`src/rtl/mii_rx_framer.sv`:
```
// MII receive framer: strips preamble/SFD, assembles nibbles into bytes and packs them into OUT_BYTES-wide beats.
// Optional FCS check (CRC-32 residue, crc_ok output) is compiled in when MII_RX_CRC_EN is defined.
module mii_rx_framer #(
  parameter int OUT_BYTES   = 4,
  parameter int MAX_LEN     = 1522,
  parameter bit BIT_REVERSE = 1'b1
) (
  input  logic                   mii_clk,
  input  logic                   reset,
  input  logic                   mii_en,
  input  logic                   mii_er,
  input  logic [3:0]             mii_d,
  output logic                   out_valid,
  output logic [8*OUT_BYTES-1:0] out_data,
  output logic [OUT_BYTES-1:0]   out_keep,
  output logic                   out_sof,
  output logic                   out_eof,
  output logic                   out_err,
`ifdef MII_RX_CRC_EN
  output logic                   crc_ok,
`endif
  output logic [15:0]            frame_len
);

  localparam logic [1:0] ST_IDLE = 2'd0;
  localparam logic [1:0] ST_PRE  = 2'd1;
  localparam logic [1:0] ST_DATA = 2'd2;
  localparam logic [1:0] ST_DROP = 2'd3;

  localparam int                   W         = 8 * OUT_BYTES;
  localparam logic [15:0]          MAX_LEN16 = 16'(MAX_LEN);
  localparam logic [2:0]           LAST_LANE = 3'(OUT_BYTES - 1);
  localparam logic [OUT_BYTES-1:0] KEEP_ALL  = {OUT_BYTES{1'b1}};

  logic [1:0]           state_q, state_d;
  logic                 phase_q, phase_d;
  logic [3:0]           lo_q, lo_d;
  logic [2:0]           lane_q, lane_d;
  logic [W-1:0]         word_q, word_d;
  logic [W-1:0]         hold_q, hold_d;
  logic                 hold_vld_q, hold_vld_d;
  logic [15:0]          byte_cnt_q, byte_cnt_d;
  logic                 err_q, err_d;
  logic                 sof_pend_q, sof_pend_d;

  logic                 out_valid_q, out_valid_d;
  logic [W-1:0]         out_data_q, out_data_d;
  logic [OUT_BYTES-1:0] out_keep_q, out_keep_d;
  logic                 out_sof_q, out_sof_d;
  logic                 out_eof_q, out_eof_d;
  logic                 out_err_q, out_err_d;
  logic [15:0]          frame_len_q, frame_len_d;

  logic [3:0]           nib;
  logic [7:0]           rx_byte;
  logic                 err_now;
  logic [W-1:0]         eof_data;
  logic [OUT_BYTES-1:0] eof_keep;
  logic                 fcs_bad;

  function automatic logic [OUT_BYTES-1:0] keep_mask(input logic [2:0] n);
    logic [OUT_BYTES-1:0] m;
    m = '0;
    for (int i = 0; i < OUT_BYTES; i++) m[i] = (3'(i) < n);
    return m;
  endfunction

`ifdef MII_RX_CRC_EN
  logic [31:0] crc_q, crc_d;
  logic        crc_ok_q, crc_ok_d;
  logic        crc_good;

  function automatic logic [31:0] crc_byte(input logic [31:0] c, input logic [7:0] b);
    logic [31:0] r;
    r = c ^ {24'd0, b};
    for (int k = 0; k < 8; k++) r = r[0] ? ((r >> 1) ^ 32'hEDB88320) : (r >> 1);
    return r;
  endfunction

  function automatic logic [31:0] rev32(input logic [31:0] v);
    logic [31:0] r;
    for (int k = 0; k < 32; k++) r[k] = v[31-k];
    return r;
  endfunction

  // The register shifts LSB-first, so compare its bit-reversed image to the MSB-first residue.
  assign crc_good = (rev32(crc_q) == 32'hC704DD7B);
  assign fcs_bad  = ~crc_good;
`else
  assign fcs_bad  = 1'b0;
`endif

  assign nib      = BIT_REVERSE ? {mii_d[0], mii_d[1], mii_d[2], mii_d[3]} : mii_d;
  assign rx_byte  = {nib, lo_q};
  assign err_now  = err_q | mii_er;
  assign eof_data = hold_vld_q ? hold_q : word_q;
  assign eof_keep = hold_vld_q ? KEEP_ALL : keep_mask(lane_q);

  always_comb begin
    state_d     = state_q;
    phase_d     = phase_q;
    lo_d        = lo_q;
    lane_d      = lane_q;
    word_d      = word_q;
    hold_d      = hold_q;
    hold_vld_d  = hold_vld_q;
    byte_cnt_d  = byte_cnt_q;
    err_d       = err_q;
    sof_pend_d  = sof_pend_q;
    out_valid_d = 1'b0;
    out_data_d  = '0;
    out_keep_d  = '0;
    out_sof_d   = 1'b0;
    out_eof_d   = 1'b0;
    out_err_d   = 1'b0;
    frame_len_d = '0;
`ifdef MII_RX_CRC_EN
    crc_d       = crc_q;
    crc_ok_d    = 1'b0;
`endif
    case (state_q)
      ST_IDLE: begin
        if (mii_en) state_d = (mii_d == 4'h5) ? ST_PRE : ST_DROP;
      end
      ST_PRE: begin
        if (!mii_en) begin
          state_d = ST_IDLE;
        end else if (mii_d == 4'hD) begin
          state_d    = ST_DATA;
          phase_d    = 1'b0;
          lane_d     = '0;
          word_d     = '0;
          hold_vld_d = 1'b0;
          byte_cnt_d = '0;
          err_d      = 1'b0;
          sof_pend_d = 1'b1;
`ifdef MII_RX_CRC_EN
          crc_d      = 32'hFFFFFFFF;
`endif
        end else if (mii_d != 4'h5) begin
          state_d = ST_DROP;
        end
      end
      ST_DATA: begin
        err_d = err_now;
        if (!mii_en) begin
          state_d    = ST_IDLE;
          hold_vld_d = 1'b0;
          if (byte_cnt_q != 16'd0) begin
            out_valid_d = 1'b1;
            out_eof_d   = 1'b1;
            out_sof_d   = sof_pend_q;
            out_data_d  = eof_data;
            out_keep_d  = eof_keep;
            out_err_d   = err_now | phase_q | fcs_bad;
            frame_len_d = byte_cnt_q;
            sof_pend_d  = 1'b0;
`ifdef MII_RX_CRC_EN
            crc_ok_d    = crc_good;
`endif
          end
        end else if (!phase_q) begin
          lo_d    = nib;
          phase_d = 1'b1;
          // At MAX_LEN the held word stays put: it becomes the EOF beat either way.
          if (hold_vld_q && byte_cnt_q != MAX_LEN16) begin
            out_valid_d = 1'b1;
            out_sof_d   = sof_pend_q;
            out_data_d  = hold_q;
            out_keep_d  = KEEP_ALL;
            hold_vld_d  = 1'b0;
            sof_pend_d  = 1'b0;
          end
        end else begin
          phase_d = 1'b0;
          if (byte_cnt_q == MAX_LEN16) begin
            state_d     = ST_DROP;
            out_valid_d = 1'b1;
            out_eof_d   = 1'b1;
            out_err_d   = 1'b1;
            out_sof_d   = sof_pend_q;
            out_data_d  = eof_data;
            out_keep_d  = eof_keep;
            frame_len_d = MAX_LEN16;
            hold_vld_d  = 1'b0;
            sof_pend_d  = 1'b0;
          end else begin
            byte_cnt_d = byte_cnt_q + 16'd1;
`ifdef MII_RX_CRC_EN
            crc_d      = crc_byte(crc_q, rx_byte);
`endif
            for (int i = 0; i < OUT_BYTES; i++) begin
              if (lane_q == 3'(i)) word_d[8*i +: 8] = rx_byte;
            end
            if (lane_q == LAST_LANE) begin
              hold_d     = word_d;
              hold_vld_d = 1'b1;
              word_d     = '0;
              lane_d     = '0;
            end else begin
              lane_d = lane_q + 3'd1;
            end
          end
        end
      end
      default: begin
        if (!mii_en) state_d = ST_IDLE;
      end
    endcase
  end

  always_ff @(posedge mii_clk) begin
    if (reset) begin
      state_q     <= ST_IDLE;
      phase_q     <= 1'b0;
      lo_q        <= '0;
      lane_q      <= '0;
      word_q      <= '0;
      hold_q      <= '0;
      hold_vld_q  <= 1'b0;
      byte_cnt_q  <= '0;
      err_q       <= 1'b0;
      sof_pend_q  <= 1'b0;
      out_valid_q <= 1'b0;
      out_data_q  <= '0;
      out_keep_q  <= '0;
      out_sof_q   <= 1'b0;
      out_eof_q   <= 1'b0;
      out_err_q   <= 1'b0;
      frame_len_q <= '0;
`ifdef MII_RX_CRC_EN
      crc_q       <= 32'hFFFFFFFF;
      crc_ok_q    <= 1'b0;
`endif
    end else begin
      state_q     <= state_d;
      phase_q     <= phase_d;
      lo_q        <= lo_d;
      lane_q      <= lane_d;
      word_q      <= word_d;
      hold_q      <= hold_d;
      hold_vld_q  <= hold_vld_d;
      byte_cnt_q  <= byte_cnt_d;
      err_q       <= err_d;
      sof_pend_q  <= sof_pend_d;
      out_valid_q <= out_valid_d;
      out_data_q  <= out_data_d;
      out_keep_q  <= out_keep_d;
      out_sof_q   <= out_sof_d;
      out_eof_q   <= out_eof_d;
      out_err_q   <= out_err_d;
      frame_len_q <= frame_len_d;
`ifdef MII_RX_CRC_EN
      crc_q       <= crc_d;
      crc_ok_q    <= crc_ok_d;
`endif
    end
  end

  assign out_valid = out_valid_q;
  assign out_data  = out_data_q;
  assign out_keep  = out_keep_q;
  assign out_sof   = out_sof_q;
  assign out_eof   = out_eof_q;
  assign out_err   = out_err_q;
  assign frame_len = frame_len_q;
`ifdef MII_RX_CRC_EN
  assign crc_ok    = crc_ok_q;
`endif

endmodule

```
`config.mk`:
```
export PLATFORM = sky130hd
export DESIGN_NAME = mii_rx_framer
export DESIGN_NICKNAME = d
export VERILOG_FILES = /design/src/rtl/mii_rx_framer.sv
export SDC_FILE = /design/constraint.sdc
export NUM_CORES = 1
export LEC_CHECK = 0
export ABC_AREA = 0
export BUFFER_PORTS_ARGS = -buffer_cell sky130_fd_sc_hd__buf_2
export CAP_MARGIN = 20
export CORE_MARGIN = 8
export CORE_UTILIZATION = 50
export CTS_CLUSTER_DIAMETER = 80
export DETAILED_ROUTE_END_ITERATION = 10
export PLACE_DENSITY_LB_ADDON = 0.2
export RECOVER_POWER = 100
export SYNTH_ARGS = -nofsm -noshare
export SYNTH_HDL_FRONTEND = slang
export SYNTH_SLANG_ARGS = --single-unit
export TNS_END_PERCENT = 20
```
`constraint.sdc`:
```
create_clock -name mii_clk -period 4 [get_ports mii_clk]
set_clock_uncertainty 0.1 [all_clocks]
set_input_delay 0.2 -clock mii_clk [delete_from_list [all_inputs] [get_ports mii_clk]]
set_output_delay 0.2 -clock mii_clk [all_outputs]
set_load 0.01 [all_outputs]
```
# --- After elaboration in Yosys (flattened, before gate mapping) ---
# Index checks and enable logic that the tools add are counted.
totals:
  wordCells: 149
  reg_bits: 149
classes:
  bitwise: 5
  eq_ne: 24
  muxes: 83
  magnitude_cmp: 4
  addsub: 2
  reduce_logical: 14
op_table:
  columns: ["op", "n"]
  rows:
  - ["32-bit 2-to-1 mux", 12]
  - ["16-bit 2-to-1 mux", 7]
  - ["32-bit case mux with 2 select lines", 1]
  - ["8-bit 2-to-1 mux", 4]
  - ["16-bit case mux with 2 select lines", 1]
  - ["1-bit 2-to-1 mux", 29]
  - ["4-bit 2-to-1 mux", 6]
  - ["11-bit 2-to-1 mux", 2]
  - ["2-bit 2-to-1 mux", 9]
  - ["3-bit 2-to-1 mux", 6]
  - ["16-bit by 1-bit adder with 16-bit output (second input constant)", 1]
  - ["16-bit by 11-bit equality test with 1-bit output (second input constant)", 1]
  - ["16-bit by 11-bit != test with 1-bit output (second input constant)", 1]
  - ["16-bit nonzero test", 1]
  - ["5-bit AND reduction", 3]
  - ["2-bit != test (second input constant)", 6]
  - ["4-bit != test (second input constant)", 3]
  - ["6-bit AND reduction", 2]
  - ["3-bit != test (second input constant)", 3]
  - ["1-bit case mux with 2 select lines", 4]
  - ["3-bit by 2-bit equality test with 1-bit output (second input constant)", 2]
  - ["1-bit by 3-bit < comparator with 1-bit output (first input constant)", 2]
  - ["2-bit by 3-bit < comparator with 1-bit output (first input constant)", 2]
  - ["2-bit case mux with 3 select lines", 1]
  - ["19 further kinds", 23]

# --- Logic depth before layout (Yosys ltp) ---
logic_depth:
  word_depth: 7
  depth_mapped: 10

# --- Worst setup path before layout ---
# OpenSTA, ideal clock, no wires.
synth_timing:
  path_kind: "register -> register"
  start: "reg byte_cnt_q[0]"
  end: "reg out_data_q[24] (netlist: out_data[24])"
  t_arrival_ns: 2.248
  setup_ns: 0.117
  setup_slack_ns: 1.535
  path_buffers: 2
  path_stages_with_launch: 10
  cell_sequence: "dfxtp_1 > inv_1 > ha_1 > or4b_1 > or4_4 > buf_6 > a22oi_4 > nor2_4 > buf_6 > a22o_1"
synth_between:
  elab_chain_len: 5
synth_lines:
  columns: ["element", "line_no", "rtl"]
  rows:
  - ["start: declaration", "42", "logic [15:0] byte_cnt_q, byte_cnt_d;"]
  - ["start signal: assignment", "243", "byte_cnt_q <= byte_cnt_d;"]
  - ["16-bit by 11-bit != test with 1-bit output", "166", "if (hold_vld_q && byte_cnt_q != MAX_LEN16) begin"]
  - ["1-bit logical AND", "166", null]
  - ["32-bit 2-to-1 mux", "166", null]
  - ["32-bit 2-to-1 mux", "162", "end else if (!phase_q) begin"]
  - ["32-bit 2-to-1 mux *", "146", "if (!mii_en) begin"]
  - ["end signal: assignment", "247", "out_data_q <= out_data_d;"]
  - ["end: declaration", "47", "logic [W-1:0] out_data_q, out_data_d;"]
# Every way passes the cells marked *; elsewhere a longest branch is shown, timed or not.
# A chain may end at the register's enable or synchronous reset.

# --- Final worst setup path ---
layout_timing:
  start: "reg state_q[0]"
  end: "reg word_q[21]"
layout_between:
  elab_chain_len: 3
layout_lines:
  columns: ["element", "line_no", "rtl"]
  rows:
  - ["start: declaration", "35", "logic [1:0] state_q, state_d;"]
  - ["start signal: assignment", "236", "state_q <= state_d;"]
  - ["2-bit equality test / 2-bit by 1-bit equality test with 1-bit output (equally long branches)", "121", "case (state_q)"]
  - ["2-bit != test (no source line) / 2-bit nonzero test (equally long branches)", null, null]
  - ["6-bit AND reduction (no source line)", null, null]
  - ["end signal: assignment", "240", "word_q <= word_d;"]
  - ["end: declaration", "39", "logic [W-1:0] word_q, word_d;"]
# Parallel ways exist; a longest one is shown, timed or not.

==> key figures <==
Critical path
  • Worst r2r src: state_q[0]$_SDFFE_PP0P_
  • Data arrival, critical path: 3500 ps
  • Flop2flop setup slack: 660 ps
  • Worst reg2reg endpoint: word_q[21]$_SDFFE_PP0P_
  • FF-to-FF path depth: 9
  • CP Data Required Time: 4160 ps
  • Critical path startpoint category: register
  • Worst-path maximum fanout: 25
  • CP Capture Type: register
  • Setup CP Type: register to register

Timing
  • Final worst-path cycle share: 83.4%
  • Endpoints failing setup: 0
  • RSZ-0062 raised after global routing: false
  • Setup TNS: 0 ps
  • Max Slew Vio Count: 0
  • Tightest Pin Transition: 1100 ps
  • Post-route setup slack: 663 ps
  • Fmax: 0.300 GHz
  • Rel. slew slack: 26.6%
  • Time the worst path needs with I/O delays and setup: 3340 ps
  • Final hold viol count: 0

Power and ir drop
  • Sequential cell fraction of total power: 46.6%
  • Int Power: 2.50 mW
  • Sw Share: 24.4%
  • Static leakage power: 2.43 nW
  • Comb pwr share: 8.5%
  • Switching power: 0.807 mW
  • Clock power share: 45.0%
  • Power density cells: 490 mW/mm²
  • VDD IR max: 0.369 mV
  • Tot Pwr: 3.30 mW

Yosys
  • Yosys reg bits: 149
  • Top post-synthesis cells by area: dfxtp_1 51%, mux2i_1 9.0%, nor2_1 5.7%, a22o_1 4.8%, a211oi_1 3.4%
  • Post-Syn Instances: 607
  • Sequential share of the synthesized area: 50.6%
  • Post-Synthesis Cell Area: 0.00590 mm²
  • Yosys Warn Count: 0
  • Distinct cells, synth: 49
  • Post-synth EDFFs: 0
  • Post-synth top area share: 50.6%
  • Syn Area/Cell: 9.72 µm²
  • Ys flop type: dfxtp_1
  • Synth area leader: dfxtp_1
  • Post-synth ARST share: 0%
  • Syn nets: 625

Worst hold path
  • Hold Crit Depth: 3
  • Hold EP: sof_pend_q$_SDFFE_PP0P_
  • Min-delay worst type: input pin to register
  • Hold path start: mii_en

Layout
  • ANT cells: 0
  • Fin nets: 672
  • Fin util: 58.7%
  • Commonest non-fill, non-tap cell in the layout: dfxtp_1
  • Share of cells above drive strength 1: 7.96%
  • Commonest non-fill, non-tap cells in the layout: 149 x dfxtp_1, 90 x nor2_1, 61 x clkbuf_1
  • Post-Layout Cell Count: 809
  • Area delta synth->final: 14.2%

CTS
  • Max Root-Sink Buffers: 2
  • Setup Buffers After CTS: 0
  • TritonCTS clock tree: yes
  • CTS H-tree depth: 4
  • Number of buffers created by CTS: 17
  • Clock transition at path regs: 60 ps
  • Clk_lat worst skew: 420 ps
  • Clock tree sinks: 149
  • Clock Tree Root: clkbuf_16

Floorplan
  • # IOs: 64
  • Initial Util: 51.4%
  • DIE AREA: 0.0155 mm²
  • DIE WIDTH: 125 µm
  • Die height: 125 µm
  • Core area: 0.0115 mm²
  • # rows: 39

Routing
  • Total vias in the final route: 4,537
  • WL per Instance: 17.4 µm
  • Antenna Nets Post-Route: 0
  • Routed length on met1: 6610 µm
  • Vias/cell: 5.61
  • Detailed Route Iter0 Violations: 233
  • DRC viols: 0
  • Initial DRT Pass Iterations: 5
  • Routed wl met2: 6470 µm
  • DRT Wirelength: 14,000 µm
  • Uppermost layer routed: met4
  • WL met3: 752 µm

Place
  • HPWL after detailed placement: 9180 µm
  • Inst Count DP: 777
  • Port bufs: 63
  • Routability congestion estimate from global placement: 0.837
  • Dpl ws: 1020 ps

Global route
  • Vias in the first global route: 4,477
  • Largest net degree at the start of global routing: 33
  • GRT Util Overall: 18.1%
  • Antenna violations before repair: 0
  • Total gr overflow: 0
  • Global-route wire length before repair: 23,100 µm

Job
  • Max_cap viols: 0

Run status
  • Outcome: finished, final reports clean
==> worst max-delay path, cell delays in order (launching register included) <==
cell and delay (ps):
dfxtp_1 340, inv_1 90, ha_1 330, buf_4 290
nand2_1 130, o22a_1 470, nor3_1 320, nand2b_1 160
clkbuf_1 820, nor2_1 120
==> cells in the mapped netlist, drive strengths merged, types with 7 or more instances <==
cell	instances
buf	11
and3	11
a21oi	15
inv	18
o21ai	10
a211oi	30
xnor2	12
and2	10
ha	10
nor2	91
mux2i	53
a311oi	8
nor3	9
nand4	7
a22o	32
nand3	12
dfxtp	149
nand2	37
clkbuf	36
==> state kept, by name, summed over array words and instances (netlist names), 3 cells and up <==
register / flops
hold_q: 32
out_data: 32
word_q: 32
byte_cnt_q: 16
frame_len: 16
lo_q: 4
out_keep: 4
lane_q: 3
==> how the worst max path moves through the flow <==
stage | end | slack (ps) | depth (start not counted) | start
global route | word_q[12]$_SDFFE_PP0P_ | 420 | 9 | state_q[0]$_SDFFE_PP0P_
global placement | word_q[14]$_SDFFE_PP0P_ | 1150 | 8 | state_q[0]$_SDFFE_PP0P_
detailed placement | word_q[22]$_SDFFE_PP0P_ | 1020 | 8 | state_q[0]$_SDFFE_PP0P_
CTS | word_q[15]$_SDFFE_PP0P_ | 1000 | 8 | state_q[0]$_SDFFE_PP0P_
finish | word_q[21]$_SDFFE_PP0P_ | 660 | 9 | state_q[0]$_SDFFE_PP0P_
floorplan | out_data[24]$_SDFF_PP0_ | 1540 | 9 | byte_cnt_q[0]$_SDFFE_PP0P_
==> cell families (layout without fill, tap and decap cells) <==
family	after synthesis	after routing	share of synthesized area [%]
multiplexers	53	53	8.99
XOR/XNOR	12	12	1.78
adder cells (fa/ha/maj)	10	10	2.12
AND/OR/NAND/NOR	203	203	16.6
buffers and inverters	65	124	4.73
AO/OA/AOI/OAI	115	115	15.2
flip-flops	149	149	50.6
==> metal layers <==
| layer | up-vias | GRT usage, % |
|---|---|---|
| met4 | 0 | 7.51 |
| met5 | - | 0 |
| met1 | 2164 | 23.0 |
| li1 | 2234 | - |
| met2 | 118 | 28.1 |
| met3 | 21 | 5.11 |
==> stage by stage <==
step	area, µm²	hold WS [ps]
floorplan	5900	220
global placement	6280	330
detailed placement	6280	342
CTS	6850	61.6
global route	6740	86.0
finish	6740	83.7
==> power groups by stage <==
stage	sequential (mW)	clock, mW	combinational (mW)
finish	1.54	1.49	0.279
global placement	1.57	0	0.265
detailed placement	1.57	0	0.276
CTS	1.54	1.50	0.278
floorplan	1.55	0	0.220
global route	1.54	1.57	0.305
==> final cells by class <==
class	instances	area, µm²
clock buffers	22	474
clock inverters	9	78.8
fillers	1018	4730
inverters	18	67.6
multi-input cells	393	2620
flip-flops and latches	149	2980
well taps	143	179
repair buffers	75	339
==> repair_timing <==
item | CTS | global route
endpoints found under the hold margin | 2 | 0
gates resized for setup | 0 | 0
hold buffers | 1 | 0
(Power assumes the default switching activity.)
